==> src/rtl/timer_pkg.sv <==
// Shared types and digit limits for the irrigation countdown timer.
package timer_pkg;

    localparam int unsigned DIGIT_W = 4;

    typedef logic [DIGIT_W-1:0] bcd_t;

    localparam int unsigned TSEC_MAX_C  = 5;
    localparam int unsigned MIN_U_MAX_C = 9;
    localparam int unsigned MIN_T_MAX_C = 5;

endpackage : timer_pkg

==> src/rtl/sec_tens_min_counter_if.sv <==
// Bus between the units-of-seconds stage, the duration selector and this stage.
interface sec_tens_min_counter_if;
    import timer_pkg::*;

    logic borrow_in;
    logic units_zero;
    logic pause;
    logic load;
    bcd_t preset_tsec;
    bcd_t preset_min_u;
    bcd_t preset_min_t;
    bcd_t tsec;
    bcd_t min_u;
    bcd_t min_t;
    logic reach_zero;
    logic expired;

    modport master (
        output borrow_in, units_zero, pause, load,
        output preset_tsec, preset_min_u, preset_min_t,
        input  tsec, min_u, min_t, reach_zero, expired
    );

    modport slave (
        input  borrow_in, units_zero, pause, load,
        input  preset_tsec, preset_min_u, preset_min_t,
        output tsec, min_u, min_t, reach_zero, expired
    );

endinterface : sec_tens_min_counter_if

==> src/rtl/bcd_down_digit.sv <==
// One BCD down-counting digit with clamped preset and borrow chaining.
module bcd_down_digit
    import timer_pkg::*;
#(
    parameter int unsigned MAX = 9
) (
    input  logic clk,
    input  logic rst_n,
    input  logic load,
    input  bcd_t load_val,
    input  logic dec_in,
    input  logic block,
    output bcd_t digit,
    output logic borrow_out,
    output logic is_zero
);

    localparam bcd_t MAX_V = bcd_t'(MAX);

    always_ff @(posedge clk or negedge rst_n) begin
        if (!rst_n) begin
            digit <= '0;
        end else if (load) begin
            digit <= (load_val > MAX_V) ? MAX_V : load_val;
        end else if (dec_in && !block) begin
            digit <= is_zero ? MAX_V : digit - bcd_t'(1);
        end
    end

    assign is_zero    = (digit == '0);
    assign borrow_out = dec_in & is_zero;

endmodule : bcd_down_digit

==> src/rtl/sec_tens_min_counter.sv <==
// Tens-of-seconds / minutes countdown stage: borrow edge detect, three chained
// digits, zero detection and the one-shot expiry strobe.
module sec_tens_min_counter
    import timer_pkg::*;
#(
    parameter int unsigned TSEC_MAX  = TSEC_MAX_C,
    parameter int unsigned MIN_U_MAX = MIN_U_MAX_C,
    parameter int unsigned MIN_T_MAX = MIN_T_MAX_C
) (
    input logic                   clk,
    input logic                   rst_n,
    sec_tens_min_counter_if.slave bus
);

    logic borrow_q;
    logic dec_c;
    logic stage_zero;
    logic stage_zero_d;
    logic reach_zero_q;
    logic expired_q;

    bcd_t tsec_v, min_u_v, min_t_v;
    logic tsec_borrow, min_u_borrow, sat_c;
    logic tsec_zero, min_u_zero, min_t_zero;

    // Reset high so a borrow already asserted at reset release is not an edge.
    always_ff @(posedge clk or negedge rst_n) begin
        if (!rst_n) borrow_q <= 1'b1;
        else        borrow_q <= bus.borrow_in;
    end

    assign dec_c = bus.borrow_in & ~borrow_q & ~bus.pause & ~bus.load;

    bcd_down_digit #(.MAX(TSEC_MAX)) u_tsec (
        .clk        (clk),
        .rst_n      (rst_n),
        .load       (bus.load),
        .load_val   (bus.preset_tsec),
        .dec_in     (dec_c),
        .block      (sat_c),
        .digit      (tsec_v),
        .borrow_out (tsec_borrow),
        .is_zero    (tsec_zero)
    );

    bcd_down_digit #(.MAX(MIN_U_MAX)) u_min_u (
        .clk        (clk),
        .rst_n      (rst_n),
        .load       (bus.load),
        .load_val   (bus.preset_min_u),
        .dec_in     (tsec_borrow),
        .block      (sat_c),
        .digit      (min_u_v),
        .borrow_out (min_u_borrow),
        .is_zero    (min_u_zero)
    );

    // A borrow falling out of the top digit means every digit is already zero.
    bcd_down_digit #(.MAX(MIN_T_MAX)) u_min_t (
        .clk        (clk),
        .rst_n      (rst_n),
        .load       (bus.load),
        .load_val   (bus.preset_min_t),
        .dec_in     (min_u_borrow),
        .block      (sat_c),
        .digit      (min_t_v),
        .borrow_out (sat_c),
        .is_zero    (min_t_zero)
    );

    // Next value of the all-zero flag, tracking the digits edge for edge.
    always_comb begin
        stage_zero_d = tsec_zero & min_u_zero & min_t_zero;
        if (bus.load) begin
            stage_zero_d = (bus.preset_tsec  == '0) &&
                           (bus.preset_min_u == '0) &&
                           (bus.preset_min_t == '0);
        end else if (dec_c && !sat_c) begin
            stage_zero_d = (tsec_v == bcd_t'(1)) & min_u_zero & min_t_zero;
        end
    end

    // reach_zero_q resets high so reset alone never produces an expiry strobe.
    always_ff @(posedge clk or negedge rst_n) begin
        if (!rst_n) begin
            stage_zero   <= 1'b1;
            reach_zero_q <= 1'b1;
            expired_q    <= 1'b0;
        end else begin
            stage_zero   <= stage_zero_d;
            reach_zero_q <= bus.reach_zero;
            expired_q    <= bus.reach_zero & ~reach_zero_q;
        end
    end

    assign bus.reach_zero = stage_zero & bus.units_zero;
    assign bus.expired    = expired_q;
    assign bus.tsec       = tsec_v;
    assign bus.min_u      = min_u_v;
    assign bus.min_t      = min_t_v;

endmodule : sec_tens_min_counter

==> src/flat_wrapper.sv <==
// flat-port wrapper written by rule: the top's interface ports become plain ports
module sec_tens_min_counter_flat import timer_pkg::*;
#(
    parameter int unsigned TSEC_MAX  = TSEC_MAX_C,
    parameter int unsigned MIN_U_MAX = MIN_U_MAX_C,
    parameter int unsigned MIN_T_MAX = MIN_T_MAX_C
)
  (clk, rst_n, bus_borrow_in, bus_units_zero, bus_pause, bus_load, bus_preset_tsec, bus_preset_min_u, bus_preset_min_t, bus_tsec, bus_min_u, bus_min_t, bus_reach_zero, bus_expired);
  sec_tens_min_counter_if bus_i ();
  input logic clk;
  input logic rst_n;
  input wire logic [$bits(bus_i.borrow_in)-1:0] bus_borrow_in;
  input wire logic [$bits(bus_i.units_zero)-1:0] bus_units_zero;
  input wire logic [$bits(bus_i.pause)-1:0] bus_pause;
  input wire logic [$bits(bus_i.load)-1:0] bus_load;
  input wire logic [$bits(bus_i.preset_tsec)-1:0] bus_preset_tsec;
  input wire logic [$bits(bus_i.preset_min_u)-1:0] bus_preset_min_u;
  input wire logic [$bits(bus_i.preset_min_t)-1:0] bus_preset_min_t;
  output wire logic [$bits(bus_i.tsec)-1:0] bus_tsec;
  output wire logic [$bits(bus_i.min_u)-1:0] bus_min_u;
  output wire logic [$bits(bus_i.min_t)-1:0] bus_min_t;
  output wire logic [$bits(bus_i.reach_zero)-1:0] bus_reach_zero;
  output wire logic [$bits(bus_i.expired)-1:0] bus_expired;
  assign bus_i.borrow_in = bus_borrow_in;
  assign bus_i.units_zero = bus_units_zero;
  assign bus_i.pause = bus_pause;
  assign bus_i.load = bus_load;
  assign bus_i.preset_tsec = bus_preset_tsec;
  assign bus_i.preset_min_u = bus_preset_min_u;
  assign bus_i.preset_min_t = bus_preset_min_t;
  assign bus_tsec = bus_i.tsec;
  assign bus_min_u = bus_i.min_u;
  assign bus_min_t = bus_i.min_t;
  assign bus_reach_zero = bus_i.reach_zero;
  assign bus_expired = bus_i.expired;
  sec_tens_min_counter #(.TSEC_MAX(TSEC_MAX), .MIN_U_MAX(MIN_U_MAX), .MIN_T_MAX(MIN_T_MAX)) u_core (.clk(clk), .rst_n(rst_n), .bus(bus_i));
endmodule
==> config.mk <==
export PLATFORM = sky130hd
export DESIGN_NAME = sec_tens_min_counter_flat
export DESIGN_NICKNAME = d
export VERILOG_FILES = /design/src/rtl/timer_pkg.sv /design/src/rtl/sec_tens_min_counter_if.sv /design/src/rtl/bcd_down_digit.sv /design/src/rtl/sec_tens_min_counter.sv /design/src/flat_wrapper.sv
export SDC_FILE = /design/constraint.sdc
export NUM_CORES = 1
export LEC_CHECK = 0
export ABC_AREA = 1
export CORE_ASPECT_RATIO = 1.4
export CORE_MARGIN = 4
export CORE_UTILIZATION = 48
export CTS_CLUSTER_DIAMETER = 120
export DETAILED_ROUTE_END_ITERATION = 10
export MAX_ROUTING_LAYER = met4
export PLACE_DENSITY = 0.8
export SYNTH_ARGS = -nofsm -noshare
export SYNTH_HDL_FRONTEND = slang
export SYNTH_SLANG_ARGS = --single-unit
==> constraint.sdc <==
create_clock -name clk -period 2.1 [get_ports clk]
set_clock_uncertainty 0.05 [all_clocks]
set_input_delay 0.42 -clock clk [delete_from_list [all_inputs] [get_ports clk]]
set_output_delay 0.42 -clock clk [all_outputs]
set_load 0.02 [all_outputs]
==> metrics.csv, run 1 <==
stage,metric,value,unit
floorplanning,std_cell_rows,19,
run_status,status,completed,
timing,fmax,517,MHz
global_route,track_usage,20.0,%
timing,relSlewSlack,82.0,%
yosys,syn-num-nets,156,
run,cap_violations,0,
clock_tree,post_cts_buffers,0,
route,drt_wl_total,2.48,mm
yosys,ys_types,26,
global_route,antenna_found_initial,0,
clock_tree,clock_latency,0.30,ns
setup_path,crit_slowest_cell,clkdlybuf4s50_1,
power_and_ir_drop,power.share.clock,23.3,%
yosys,syn_area,990,um^2
layout,stdcell_count,196,
yosys,yosys-mux-area-fraction,0,%
timing,hold_viol_final,0,
place,portBuffers,31,
timing,post-route-min-period,1.93,ns
yosys,syn_inst,138,
layout,n_fill_cell,173,
setup_path,crit_chain,clkdlybuf4s50_1,
global_route,grt.busiest_layer,met2,
yosys,yosysSeqAreaShare,40.8,%
route,wl_per_cell,12.7,um
timing,slew_viol_final,0,
setup_path,worst-path-buf-inv,1,
global_route,met1_usage,21.4,%
clock_tree,clk_path_buf_depth,2,
route,viasPerCell,5.38,
timing,setup_tns,0,ns
power_and_ir_drop,max-vdd-ir-drop,0.000424,V
global_route,grt_max_degree,17,
route,drt_first_iter_violations,35,
yosys,synth_xor_xnor_area_share,0.885,%
layout,area_growth_syn_to_layout,39.9,%
clock_tree,cts_num_sinks,16,
min_path,hold_class,in -> async,
clock_tree,cts_tree,built,
global_route,overflow,0,
clock_tree,path_clk_slew,0.10,ns
floorplanning,die_y,61.7,um
setup_path,worst_setup_path_end_kind,primary output,
floorplanning,start_util,50.2,%
yosys,synthSimpleGateAreaFrac,39.4,%
power_and_ir_drop,p_int,591,uW
setup_path,start_kind,flip-flop,
setup_path,path_max_fanout,8,
place,placedCellCount,192,
setup_path,r2r_cells,8,
global_route,use_met2,36.0,%
route,ant_nets,0,
global_route,grt_pass1_wl,3.96,mm
route,vias,1054,
setup_path,slowest_delay,0.67,ns
layout,drive_gt1_share,13.7,%
yosys,synthAdderAreaFrac,0,%
floorplanning,core,0.00197,mm^2
yosys,ys_warn_count,0,
yosys,synth_area_per_cell,7.17,um^2
global_route,met3_usage,2.59,%
timing,setup_violations,0,
power_and_ir_drop,switching_share,34.7,%
setup_path,cp.depth,1,
clock_tree,h-tree-depth,1,
layout,antenna_cells,0,
setup_path,crit_arrival,1.46,ns
setup_path,critPathTopFamily,buffers and inverters,
power_and_ir_drop,p_sw,314,uW
clock_tree,clock-root-buffer,clkbuf_4,
global_route,grt_pass1_vias,965,
place,place_congestion,0.833,
floorplanning,dieArea,0.00286,mm^2
timing,fin_crit_sh,92.1,%
floorplanning,die_w,46.4,um
yosys,ys_ff_latch,16,
setup_path,path_class,reg -> out,
timing,rsz0062_at_grt,no,
layout,finalNetCount,194,
power_and_ir_drop,p_seq_share,42.4,%
route,drt_pass1_iterations,4,
floorplanning,ios,32,
power_and_ir_drop,powerDensity,653,mW/mm^2
setup_path,worstPathRequired,1.63,ns
yosys,synth_top_family_by_area,simple AND/OR/NAND/NOR gates,
power_and_ir_drop,p_comb_share,34.3,%
yosys,synth_compound_area_share,11.8,%
place,dp_hpwl,1.92,mm
power_and_ir_drop,p_leak,0.000687,uW
clock_tree,numCtsBuffers,3,
timing,tightest_slew,0.271,ns
route,route.detailed.drc,0,
==> synth_stat cells (all sizes together) <==
master,count,area [um^2]
o21a,1,7.51
a22oi,3,22.5
a31oi,1,6.26
o21ai,11,55.1
xor2,1,8.76
inv,14,52.6
dfstp,3,78.8
dfrtp,13,325
nand4,1,6.26
nor4,1,6.26
buf,3,17.5
nor2,18,82.6
nor3,4,20.0
a21boi,2,15.0
a21oi,2,10.0
nand3,17,90.1
nand3b,1,7.51
nand2,42,178
==> area by class of cell <==
type | instances | area (um^2) | share of cell area, %
flip-flops and latches | 16 | 404 | 29.2
clock buffers | 4 | 36.3 | 2.62
repair buffers | 36 | 350 | 25.3
well taps | 21 | 26.3 | 1.90
multi-input cells | 105 | 515 | 37.2
inverters | 14 | 52.6 | 3.79
==> cells by family (layout without fill, tap and decap cells) <==
family | Yosys count | in the layout
buffers and inverters | 17 | 54
XOR/XNOR | 1 | 1
AND/OR/NAND/NOR | 84 | 84
AO/OA/AOI/OAI | 20 | 20
flip-flops | 16 | 16
==> routing by layer <==
layer	share of wire (%)	up-vias
li1	-	530
met1	40	492
met2	54	27
met3	3.6	5
met4	1.8	0
met5	0	-
==> power by group through the flow <==
stage	Combinational (uW)	Clock (uW)	Sequential (uW)
2_1_floorplan	138	0	418
3_3_place_gp	303	0	385
3_5_place_dp	310	0	387
4_1_cts	314	214	382
5_1_grt	348	231	387
6_report	311	211	383
==> stage by stage <==
step	instance area (um^2)	hold WS (ns)	worst slack, ns	power, uW	utilization [%]
floorplan	990	0.0744	0.693	556	-
global placement	1350	0.414	0.0453	688	68.2
detailed placement	1350	0.425	0.0211	697	68.2
CTS	1380	0.386	0.0146	910	70.1
global route	1390	0.392	0.119	965	70.2
finish	1390	0.380	0.166	905	70.2
==> repair_timing <==
item                       CTS  global route
resized for setup            0             1
hold buffers                 0             0
hold endpoints to repair     0             0
setup endpoints to repair    0             1
==> worst paths after layout <==
kind	startpoint	endpoint	slack, ns
max reg2reg	u_core.u_tsec.digit[0]	u_core.u_min_u.digit[1]	0.59
min reg2reg	u_core.stage_zero	u_core.reach_zero_q	0.43
min in group clk	u_core.stage_zero	u_core.reach_zero_q	0.43
max	u_core.u_tsec.digit[0]	bus_tsec[0]	0.17
max in group asynchronous	rst_n	u_core.stage_zero	1.36
min	rst_n	u_core.u_min_t.digit[1]	0.38
==> layout by cell type (no fill, tap or decap) <==
cell,synthesis,layout
a21boi_0,2,2
a21oi_1,2,2
a22oi_1,3,3
a31oi_1,1,1
buf_4,1,5
clkbuf_4,0,3
clkbuf_8,0,1
clkdlybuf4s50_1,0,30
dfrtp_1,13,13
dfstp_2,3,3
dlymetal6s2s_1,0,1
inv_1,13,13
inv_2,1,1
nand2_1,36,36
nand2_2,5,5
nand2_4,1,1
nand3_1,16,16
nand3_2,1,1
nand3b_1,1,1
nand4_1,1,1
nor2_1,14,14
nor2_2,3,3
nor2_4,1,1
nor3_1,4,4
nor4_1,1,1
o21a_1,1,1
o21ai_0,10,10
o21ai_1,1,1
xor2_1,1,1
==> registers in the layout, summed over array words and instances (netlist names) <==
register and count:
u_core.u_min_u.digit 4, u_core.stage_zero 1, u_core.reach_zero_q 1, u_core.u_min_t.digit 4, u_core.u_tsec.digit 4, u_core.borrow_q 1
u_core.bus.expired 1
Power figures use the tool's default switching activity.
==> inputs of run 2 (changes only) <==
Settings changed: CAP_MARGIN from default to 0, CTS_CLUSTER_SIZE from default to 16.
==> results of run 2 <==
Final layout, timing and power as in run 1 (identical DEF).
==> inputs of run 3 (changes only) <==
Settings changed: SLEW_MARGIN from default to 20.
==> results of run 3 <==
Final layout, timing and power as in run 1 (identical DEF).
